[config.mk]
export PLATFORM = sky130hd
export DESIGN_NAME = uart_rx_ctrl
export DESIGN_NICKNAME = d
export VERILOG_FILES = /design/src/rtl/uart_rx_ctrl.sv
export SDC_FILE = /design/constraint.sdc
export NUM_CORES = 1
export LEC_CHECK = 0
export ABC_AREA = 1
export BUFFER_PORTS_ARGS = -buffer_cell sky130_fd_sc_hd__buf_2
export CAP_MARGIN = 15
export CORE_UTILIZATION = 55
export CTS_CLUSTER_DIAMETER = 80
export CTS_CLUSTER_SIZE = 30
export DETAILED_ROUTE_END_ITERATION = 8
export GPL_ROUTABILITY_DRIVEN = 0
export PLACE_DENSITY = 0.72
export SLEW_MARGIN = 10
export SYNTH_ARGS = -nofsm -noshare
export SYNTH_HDL_FRONTEND = slang
export SYNTH_SLANG_ARGS = --single-unit
[constraint.sdc]
create_clock -name clk -period 3.37 [get_ports clk]
set_input_delay 0.337 -clock clk [delete_from_list [all_inputs] [get_ports clk]]
set_output_delay 0.337 -clock clk [all_outputs]
set_load 0.01 [all_outputs]
[src/rtl/uart_rx_ctrl.sv]
// uart_rx_ctrl
//   Receive-side controller for the 16550A-style UART. Buffers characters
//   and their error flags from the receiver shift engine in a DEPTH-entry
//   FIFO, or in a single holding register in 16450 mode. Maintains the
//   receive line status bits and raises the received-data-available and
//   character-timeout interrupt requests.
//
// Ports
//   clk, rst_n               system clock, async active-low reset
//   baud_pulse               16x oversample tick
//   rx_push, rx_data,
//   rx_pe, rx_fe, rx_bi      character-complete strobe with data and flags
//   fifo_en, fifo_clr, trig  FCR controls (mode, flush strobe, trigger level)
//   wls, pen, stb            line format, sets the character-timeout length
//   rd, lsr_rd               RBR / LSR read strobes
//   rdata, pe, fe, bi        head entry (0 when empty)
//   dr, oe, fifo_err, level  line status and fill level
//   rda_irq, cto_irq         interrupt requests
module uart_rx_ctrl #(
    parameter int DEPTH = 16
) (
    input  logic                       clk,
    input  logic                       rst_n,
    input  logic                       baud_pulse,
    input  logic                       rx_push,
    input  logic [7:0]                 rx_data,
    input  logic                       rx_pe,
    input  logic                       rx_fe,
    input  logic                       rx_bi,
    input  logic                       fifo_en,
    input  logic                       fifo_clr,
    input  logic [1:0]                 trig,
    input  logic [1:0]                 wls,
    input  logic                       pen,
    input  logic                       stb,
    input  logic                       rd,
    input  logic                       lsr_rd,
    output logic [7:0]                 rdata,
    output logic                       dr,
    output logic                       oe,
    output logic                       pe,
    output logic                       fe,
    output logic                       bi,
    output logic                       fifo_err,
    output logic [$clog2(DEPTH):0]     level,
    output logic                       rda_irq,
    output logic                       cto_irq
);

    localparam int AW = $clog2(DEPTH);
    localparam int LW = AW + 1;

    logic [10:0]   mem [DEPTH];
    logic [AW-1:0] wr_ptr;
    logic [AW-1:0] rd_ptr;
    logic [LW-1:0] level_q;
    logic [LW-1:0] err_cnt;
    logic          oe_q;
    logic          fifo_en_q;
    logic [1:0]    trig_q;
    logic [9:0]    limit_q;
    logic [9:0]    to_cnt;

    logic [10:0]   head;
    logic [10:0]   entry;
    logic          empty;
    logic          full;
    logic          flush;
    logic          do_push;
    logic          do_pop;
    logic          overwrite;
    logic          overrun;
    logic          new_err;
    logic          head_err;
    logic [LW-1:0] level_nxt;
    logic [LW-1:0] err_nxt;
    logic [3:0]    charbits;
    logic [9:0]    limit_nxt;
    logic [LW-1:0] threshold;

    assign head     = mem[rd_ptr];
    assign entry    = {rx_bi, rx_fe, rx_pe, rx_data};
    assign new_err  = rx_pe | rx_fe | rx_bi;
    assign head_err = |head[10:8];
    assign empty    = (level_q == '0);
    assign full     = fifo_en ? (level_q == LW'(DEPTH)) : (level_q == LW'(1));

    // A mode change is treated like an FCR flush so stale entries never
    // leak across the 16450/16550 boundary.
    assign flush    = fifo_clr | (fifo_en != fifo_en_q);

    // A pop in the same cycle frees the slot, so a full buffer still accepts.
    assign do_pop    = rd & ~empty & ~flush;
    assign do_push   = rx_push & ~flush & (~full | do_pop);
    assign overrun   = rx_push & ~flush & full & ~do_pop;
    assign overwrite = overrun & ~fifo_en;

    assign charbits  = 4'd7 + {2'b00, wls} + {3'b000, pen} + {3'b000, stb};
    assign limit_nxt = {charbits, 6'b000000};

    always_comb begin
        level_nxt = level_q;
        if (flush)
            level_nxt = '0;
        else if (do_push && !do_pop)
            level_nxt = level_q + LW'(1);
        else if (do_pop && !do_push)
            level_nxt = level_q - LW'(1);
    end

    always_comb begin
        err_nxt = err_cnt;
        if (flush) begin
            err_nxt = '0;
        end else if (overwrite) begin
            err_nxt = err_cnt - LW'(head_err) + LW'(new_err);
        end else begin
            if (do_push && new_err)
                err_nxt = err_nxt + LW'(1);
            if (do_pop && head_err)
                err_nxt = err_nxt - LW'(1);
        end
    end

    always_ff @(posedge clk) begin
        if (do_push)
            mem[wr_ptr] <= entry;
        else if (overwrite)
            mem[rd_ptr] <= entry;
    end

    always_ff @(posedge clk or negedge rst_n) begin
        if (!rst_n) begin
            wr_ptr    <= '0;
            rd_ptr    <= '0;
            level_q   <= '0;
            err_cnt   <= '0;
            oe_q      <= 1'b0;
            fifo_en_q <= 1'b0;
            trig_q    <= 2'b00;
            limit_q   <= '0;
            to_cnt    <= '0;
        end else begin
            fifo_en_q <= fifo_en;
            trig_q    <= trig;
            limit_q   <= limit_nxt;
            level_q   <= level_nxt;
            err_cnt   <= err_nxt;

            if (flush) begin
                wr_ptr <= '0;
                rd_ptr <= '0;
            end else begin
                if (do_push)
                    wr_ptr <= wr_ptr + AW'(1);
                if (do_pop)
                    rd_ptr <= rd_ptr + AW'(1);
            end

            if (overrun)
                oe_q <= 1'b1;
            else if (lsr_rd)
                oe_q <= 1'b0;

            if (rx_push || rd || flush || empty)
                to_cnt <= '0;
            else if (baud_pulse && fifo_en && (to_cnt < limit_q))
                to_cnt <= to_cnt + 10'd1;
        end
    end

    always_comb begin
        case (trig_q)
            2'b00:   threshold = LW'(1);
            2'b01:   threshold = LW'(4);
            2'b10:   threshold = LW'(8);
            default: threshold = LW'(14);
        endcase
    end

    assign level    = level_q;
    assign dr       = ~empty;
    assign oe       = oe_q;
    assign rdata    = empty ? 8'h00 : head[7:0];
    assign pe       = ~empty & head[8];
    assign fe       = ~empty & head[9];
    assign bi       = ~empty & head[10];
    assign fifo_err = fifo_en_q & (err_cnt != '0);
    assign rda_irq  = fifo_en_q ? (level_q >= threshold) : ~empty;
    assign cto_irq  = fifo_en_q & ~empty & (to_cnt == limit_q);

endmodule

==> out/summary.txt, run 1 <==
run status -> finished, violations left
failing checks -> hold timing
site row count -> 48
count of cell types in the netlist -> 46
synth top area cells -> edfxtp_1, dfrtp_1, nand2_1, ha_1, nor2_1
Crit Path Category -> reg -> out
CTS clk-pin slew, worst paths -> 0.11 ns
TritonCTS buffer count -> 13
met2 Use GR -> 0.389
Root Buffer -> clkbuf_16
CP required -> 3.03 ns
Lkg Pwr -> 4.30 nW
Die W -> 134 µm
post-synth top area share -> 0.549
Max Slew Vio Count -> 0
Worst Skew -> 0.0191 ns
Top FF cell, synth -> edfxtp_1
met3 usage in global routing -> 0.0287
I/O Pins -> 46
critical path peak fanout -> 62
die area -> 18,000 µm²
CP top delay family -> buffers and inverters
drt drc -> 0
Internal Pwr Total -> 4.06 mW
largest net degree at the start of global routing -> 63
synthesized flop and latch total -> 212
power share of the clock group -> 0.292
YS warnings -> 0
Synth area leader -> edfxtp_1
port buffer count -> 45
Setup Viol. Count Final -> 0
PwrDens -> 542 nW/µm²
Comb pwr share -> 0.209
FMAX -> 315 MHz
DRT iter0 DRCs -> 579
final hold violation count -> 36
Switching Power -> 1.79 mW
Hold WS -> -0.0314 ns
filler cell count -> 1,385
ANT cells -> 0
VDD IR max -> 627 µV
most common cell after layout, fill and taps aside -> edfxtp_1
multi-input logic area -> 3010 µm²
Post-synth EDFFs -> 176
final core occ -> 0.629
Mapped Avg Cell Area -> 11.1 µm²
register area share after synthesis -> 0.642
worst min path class -> in -> async
syn_nets -> 923
# clock sinks -> 212
routed via count -> 6,539
Crit-path slowest cell -> dfrtp_4
final wirelength -> 20.9 mm
Post-Syn Area -> 9630 µm²
FF+latch area -> 6190 µm²
met1 usage in global routing -> 0.335
fin nets -> 997
critical path, cell by cell -> buf_4 -> buf_6 -> o21ai_0 -> o22ai_1 -> nand2_1 -> a211oi_1 -> buf_2
core area -> 17,200 µm²
TritonCTS clock tree -> yes
post-synthesis instance total -> 866
switch share -> 0.306
vias in the first global route -> 6,158
Synth async-reset ratio -> 0.170
clk buf depth -> 3
Syn-to-layout area delta -> 12.1%
Starting Density -> 0.561
initial antenna violation count -> 0
crit end category -> primary output
most used routing layer -> met2
router iterations before antenna repair -> 5
commonest cells after routing, fill and taps aside -> edfxtp_1, nand2_1, nor2_1
WP data arrival -> 2.84 ns
Max stage delay on crit path -> 0.49 ns
Final HPWL DP -> 13.7 mm
DR vias/cell -> 5.58
Skew-Pair Late Insertion Delay -> 0.48 ns
Routed Antenna Nets -> 0
Worst-Margin Slew -> 0.854 ns
fraction of layout cells with a size suffix above 1 -> 0.162
Final Critical Period -> 3.18 ns
sequential share of power -> 0.500
relative slew slack -> 0.431
Period Utilization, post-route -> 0.943
WL/cell -> 17.8 µm
max cap viols -> 0
global-route wire length before repair -> 32.5 mm
CTS H-tree depth -> 1
CP startpoint kind -> flop
Die Y -> 134 µm
Crit path buffers/inverters -> 3
grt total ovfl -> 0
gr usage total -> 0.236
[routing by layer]
layer  vias up  routed length [µm]
met3        27                1230
li1       3153                   -
met4         0                 426
met5         -                   0
met2       227                9920
met1      3132                9300
[path summary, 6_finish.rpt]
kind                            cells past startpoint               endpoint                   from  slack [ns]
worst max-delay path                                7               rdata[7]  rd_ptr[0]$_DFFE_PN0P_        0.19
worst max register to register                     20   err_cnt[4]$_DFF_PN0_  rd_ptr[2]$_DFFE_PN0P_        0.27
min in group clk                                    1    fifo_en_q$_DFF_PN0_                fifo_en        0.05
worst min-delay path                                1  rd_ptr[0]$_DFFE_PN0P_                  rst_n       -0.03
worst min register to register                      1  wr_ptr[2]$_DFFE_PN0P_  wr_ptr[2]$_DFFE_PN0P_        0.50
max in group asynchronous                           1  rd_ptr[0]$_DFFE_PN0P_                  rst_n        2.79
[cell usage after synthesis, types with 2 or more instances]
cell type and number:
a21oi_1 48, nand4_1 8, nand3_4 2, a31oi_1 3
nor3_1 15, nand3_2 4, a211oi_1 8, o22ai_1 16
mux2i_1 16, dfrtp_1 36, o221ai_1 8, nor2_2 4
fa_1 2, o21ai_2 5, xnor2_1 4, nor2_1 94
clkbuf_1 14, nand2_1 147, o211ai_1 3, ha_1 30
nand2_2 6, inv_2 13, inv_1 71, o21ai_0 56
edfxtp_1 176, buf_1 6, xor2_1 9, nand3_1 32
o21ai_1 3, clkinv_1 2, buf_4 2, o21bai_1 2
buf_2 8
[cells by family after synthesis]
| group | Yosys count | share of synthesized area |
|---|---|---|
| xor gates and xnor gates | 13 | 0.0118 |
| adders and majority gates | 32 | 0.0431 |
| DFF | 212 | 0.642 |
| buffers and inverters | 116 | 0.0470 |
| AOI/OAI and AO/OA | 159 | 0.0966 |
| and+or+nand+nor | 318 | 0.143 |
| muxes | 16 | 0.0166 |
[cell type report]
class	count	area share
Multi-Input combinational cell	538	0.279
Clock buffer	13	0.0301
Clock inverter	8	0.00973
Sequential cell	212	0.573
Timing Repair Buffer	89	0.0522
Inverter	86	0.0301
Tap cell	225	0.0261
[worst register-to-register path: cells and delay by family (launching register included)]
| family | cells | cell delay, ns |
|---|---|---|
| simple gates | 11 | 1.07 |
| fa+ha+maj | 3 | 0.87 |
| flops | 1 | 0.42 |
| compound gates | 2 | 0.26 |
| buf+inv | 3 | 0.24 |
| xor+xnor | 1 | 0.14 |
[per-stage QoR]
| step | cell area (µm²) | std cells | setup TNS [ns] | power (mW) | worst slack [ns] |
|---|---|---|---|---|---|
| 2_1_floorplan | 9630 | 866 | 0 | 3.78 | 0.520 |
| 3_3_place_gp | 10300 | 1145 | 0 | 4.14 | 0.271 |
| 3_5_place_dp | 10300 | 1145 | 0 | 4.16 | 0.234 |
| 4_1_cts | 10800 | 1168 | 0 | 5.84 | 0.0403 |
| 5_1_grt | 10800 | 1171 | -0.00460 | 6.10 | -0.00130 |
| 6_report | 10800 | 1171 | 0 | 5.85 | 0.191 |
[state kept, by name, summed over array words and instances (netlist names), 2 cells and up]
register  cells
mem         176
trig_q        2
limit_q       4
rd_ptr        4
to_cnt       10
err_cnt       5
level         5
wr_ptr        4
[what timing repair did]
item | CTS | global route
hold buffers | 2 | 0
buffers inserted | 0 | 3
resized for setup | 0 | 9
endpoints found under the setup margin | 0 | 140
hold endpoints to repair | 2 | 0
[power by group through the flow]
stage | clock network [mW] | registers, mW | logic, mW
2_1_floorplan | 0 | 2.97 | 0.810
3_3_place_gp | 0 | 2.99 | 1.15
4_1_cts | 1.73 | 2.93 | 1.18
3_5_place_dp | 0 | 2.99 | 1.17
5_1_grt | 1.81 | 2.93 | 1.35
6_report | 1.71 | 2.92 | 1.22
(Power assumes the default switching activity.)
==> inputs of run 2 (changes only) <==
--- a/config.mk
+++ b/config.mk
@@ -8,6 +8,7 @@
 export ABC_AREA = 1
 export BUFFER_PORTS_ARGS = -buffer_cell sky130_fd_sc_hd__buf_2
 export CAP_MARGIN = 15
+export CORE_ASPECT_RATIO = 1.75
 export CORE_UTILIZATION = 55
 export CTS_CLUSTER_DIAMETER = 80
 export CTS_CLUSTER_SIZE = 30
==> constraint.sdc (replaced) <==
create_clock -name clk -period 3.89 [get_ports clk]
set_input_delay 0.389 -clock clk [delete_from_list [all_inputs] [get_ports clk]]
set_output_delay 0.389 -clock clk [all_outputs]
set_load 0.01 [all_outputs]
==> run 2 against run 1 <==
The flow now finishes without violations. Non-clock buffer count down 16. First-iteration DRC count shrank 38%. Die area rose by 0.12%. Clock skew increased by 0.023 ns. Cell count down 1.5%. Utilization fell by 0.92 points. Global-route usage rose by 1.1 points. Largest power group unchanged. Total power decreased by 19%.
==> out/summary.txt, run 2 (synthesized netlist as in run 1, its figures left out) <==
Comb pwr share -> 0.205
FF-to-FF setup slack -> 0.47 ns
Setup Viol. Count Final -> 0
Root Buffer -> clkbuf_16
site row count -> 63
switch share -> 0.293
met3 usage in global routing -> 0.0217
PwrDens -> 451 nW/µm²
WL/cell -> 18.5 µm
Final Critical Period -> 3.42 ns
Starting Density -> 0.566
VDD IR max -> 290 µV
Worst-Margin Slew -> 0.842 ns
TritonCTS clock tree -> yes
core area -> 17,000 µm²
Worst Skew -> 0.0425 ns
Largest regs -> mem: 176 flops, to_cnt: 10 flops
CTS H-tree depth -> 1
vias in the first global route -> 6,382
run status -> finished clean
fin nets -> 979
DP Area -> 10,200 µm²
Crit Path Category -> reg -> reg
setup tns final -> 0 ns
final instance area -> 10,600 µm²
CP required -> 4.05 ns
die area -> 18,100 µm²
pre-CTS setup slack -> 0.474 ns
Post-CTS Setup Repair Bufs -> 0
most used routing layer -> met2
FMAX -> 292 MHz
CP startpoint -> level[0]$_DFFE_PN0P_
DR vias/cell -> 5.62
Die W -> 102 µm
Post-Place Cells -> 1,136
Skew-Pair Late Insertion Delay -> 0.46 ns
Final HPWL DP -> 14.8 mm
drt drc -> 0
sequential share of power -> 0.537
CTS clk-pin slew, worst paths -> 0.11 ns
max reg flops -> 176
Switching Power -> 1.40 mW
I/O Pins -> 46
final wirelength -> 21.4 mm
Lkg Pwr -> 4.16 nW
routed via count -> 6,480
grt total ovfl -> 0
final setup margin -> 0.470 ns
Top reg by flops -> mem
gr usage total -> 0.247
RSZ-0062 raised after global routing -> false
met2 Use GR -> 0.461
Non-Filler Instances -> 1,153
Routed Antenna Nets -> 0
R2R Path Start -> level[0]$_DFFE_PN0P_
Syn-to-layout area delta -> 9.52%
largest net degree at the start of global routing -> 45
fraction of layout cells with a size suffix above 1 -> 0.134
relative slew slack -> 0.439
max cap viols -> 0
DRT iter0 DRCs -> 358
# clock sinks -> 212
Die Y -> 177 µm
TritonCTS buffer count -> 11
clk buf depth -> 3
FF+latch area -> 6190 µm²
commonest cells after routing, fill and taps aside -> edfxtp_1, nand2_1, nor2_1
global-route wire length before repair -> 33.2 mm
initial antenna violation count -> 0
met1 usage in global routing -> 0.281
multi-input logic area -> 2990 µm²
router iterations before antenna repair -> 5
power share of the clock group -> 0.258
Internal Pwr Total -> 3.37 mW
ANT cells -> 0
port buffer count -> 45
WP data arrival -> 3.58 ns
final hold violation count -> 0
Max Slew Vio Count -> 0
CP startpoint kind -> flop
Hold Buf Count CTS -> 0
critical path peak fanout -> 17
crit end category -> flop
worst min path class -> in -> async
most common cell after layout, fill and taps aside -> edfxtp_1
post_cts resized -> 0
Period Utilization, post-route -> 0.879
crit path to -> mem[12][0]$_DFFE_PP_
filler cell count -> 1,387
R2R Path End -> mem[12][0]$_DFFE_PP_
worst r2r path cells -> 15
[run 2: changes by cell type in the layout (fill, tap and decap cells not counted), moves of 2 or more]
cell,delta
buf_4,-13
clkbuf_1,+5
clkbuf_16,-2
dlygate4sd3_1,-2
inv_12,-2
inv_8,-2
[run 2: final cells by class]
cell class,count,share of cell area
Inverter,86,0.0306
Sequential cell,212,0.587
Clock inverter,1,0.00285
Multi-Input combinational cell,538,0.284
Timing Repair Buffer,73,0.0413
Tap cell,227,0.0269
Clock buffer,16,0.0279
[run 2: worst min-delay path by stage]
stage	startpoint	endpoint	slack, ns	depth (start not counted)
2_1_floorplan	rst_n	err_cnt[0]$_DFF_PN0_	0.09	0
3_3_place_gp	wr_ptr[2]$_DFFE_PN0P_	wr_ptr[2]$_DFFE_PN0P_	0.49	1
3_5_place_dp	wr_ptr[2]$_DFFE_PN0P_	wr_ptr[2]$_DFFE_PN0P_	0.50	1
4_1_cts	trig[0]	trig_q[0]$_DFF_PN0_	0.008	1
5_1_grt	trig[0]	trig_q[0]$_DFF_PN0_	0.007	1
6_report	rst_n	err_cnt[3]$_DFF_PN0_	0.004	1
[run 2: per-layer routing]
metal | up-vias | wire length, µm
met1 | 3100 | 7800
li1 | 3111 | -
met5 | - | 0
met2 | 213 | 11700
met3 | 56 | 973
met4 | 0 | 883
[run 2: worst max-delay path: stages, from the launching register on]
cell     delay (ns)
dfrtp_1        0.45
inv_1          0.19
ha_1           0.20
inv_1          0.04
nor2_1         0.11
nand2_2        0.13
nand2_2        0.18
o21ai_4        0.11
nor3_2         0.13
inv_2          0.07
nor2_2         0.13
inv_2          0.16
o21ai_1        0.26
nand2_1        0.16
nor2_1         0.47
buf_4          0.32
[run 2: power by group through the flow]
stage	Combinational, mW	Clock (mW)	Sequential [mW]
after global placement	0.964	0	2.60
after detailed placement	0.977	0	2.60
after floorplan	0.702	0	2.57
after global routing	1.09	1.32	2.56
final	0.976	1.23	2.56
after CTS	0.980	1.25	2.55
[run 2: metrics by stage]
stage          power [mW]  hold WS [ns]   util
6_report             4.76       0.00444  0.620
5_1_grt              4.97       0.00700  0.620
4_1_cts              4.79       0.00788  0.620
3_5_place_dp         3.58         0.497  0.601
3_3_place_gp         3.57         0.487  0.601
2_1_floorplan        3.27        0.0934      -
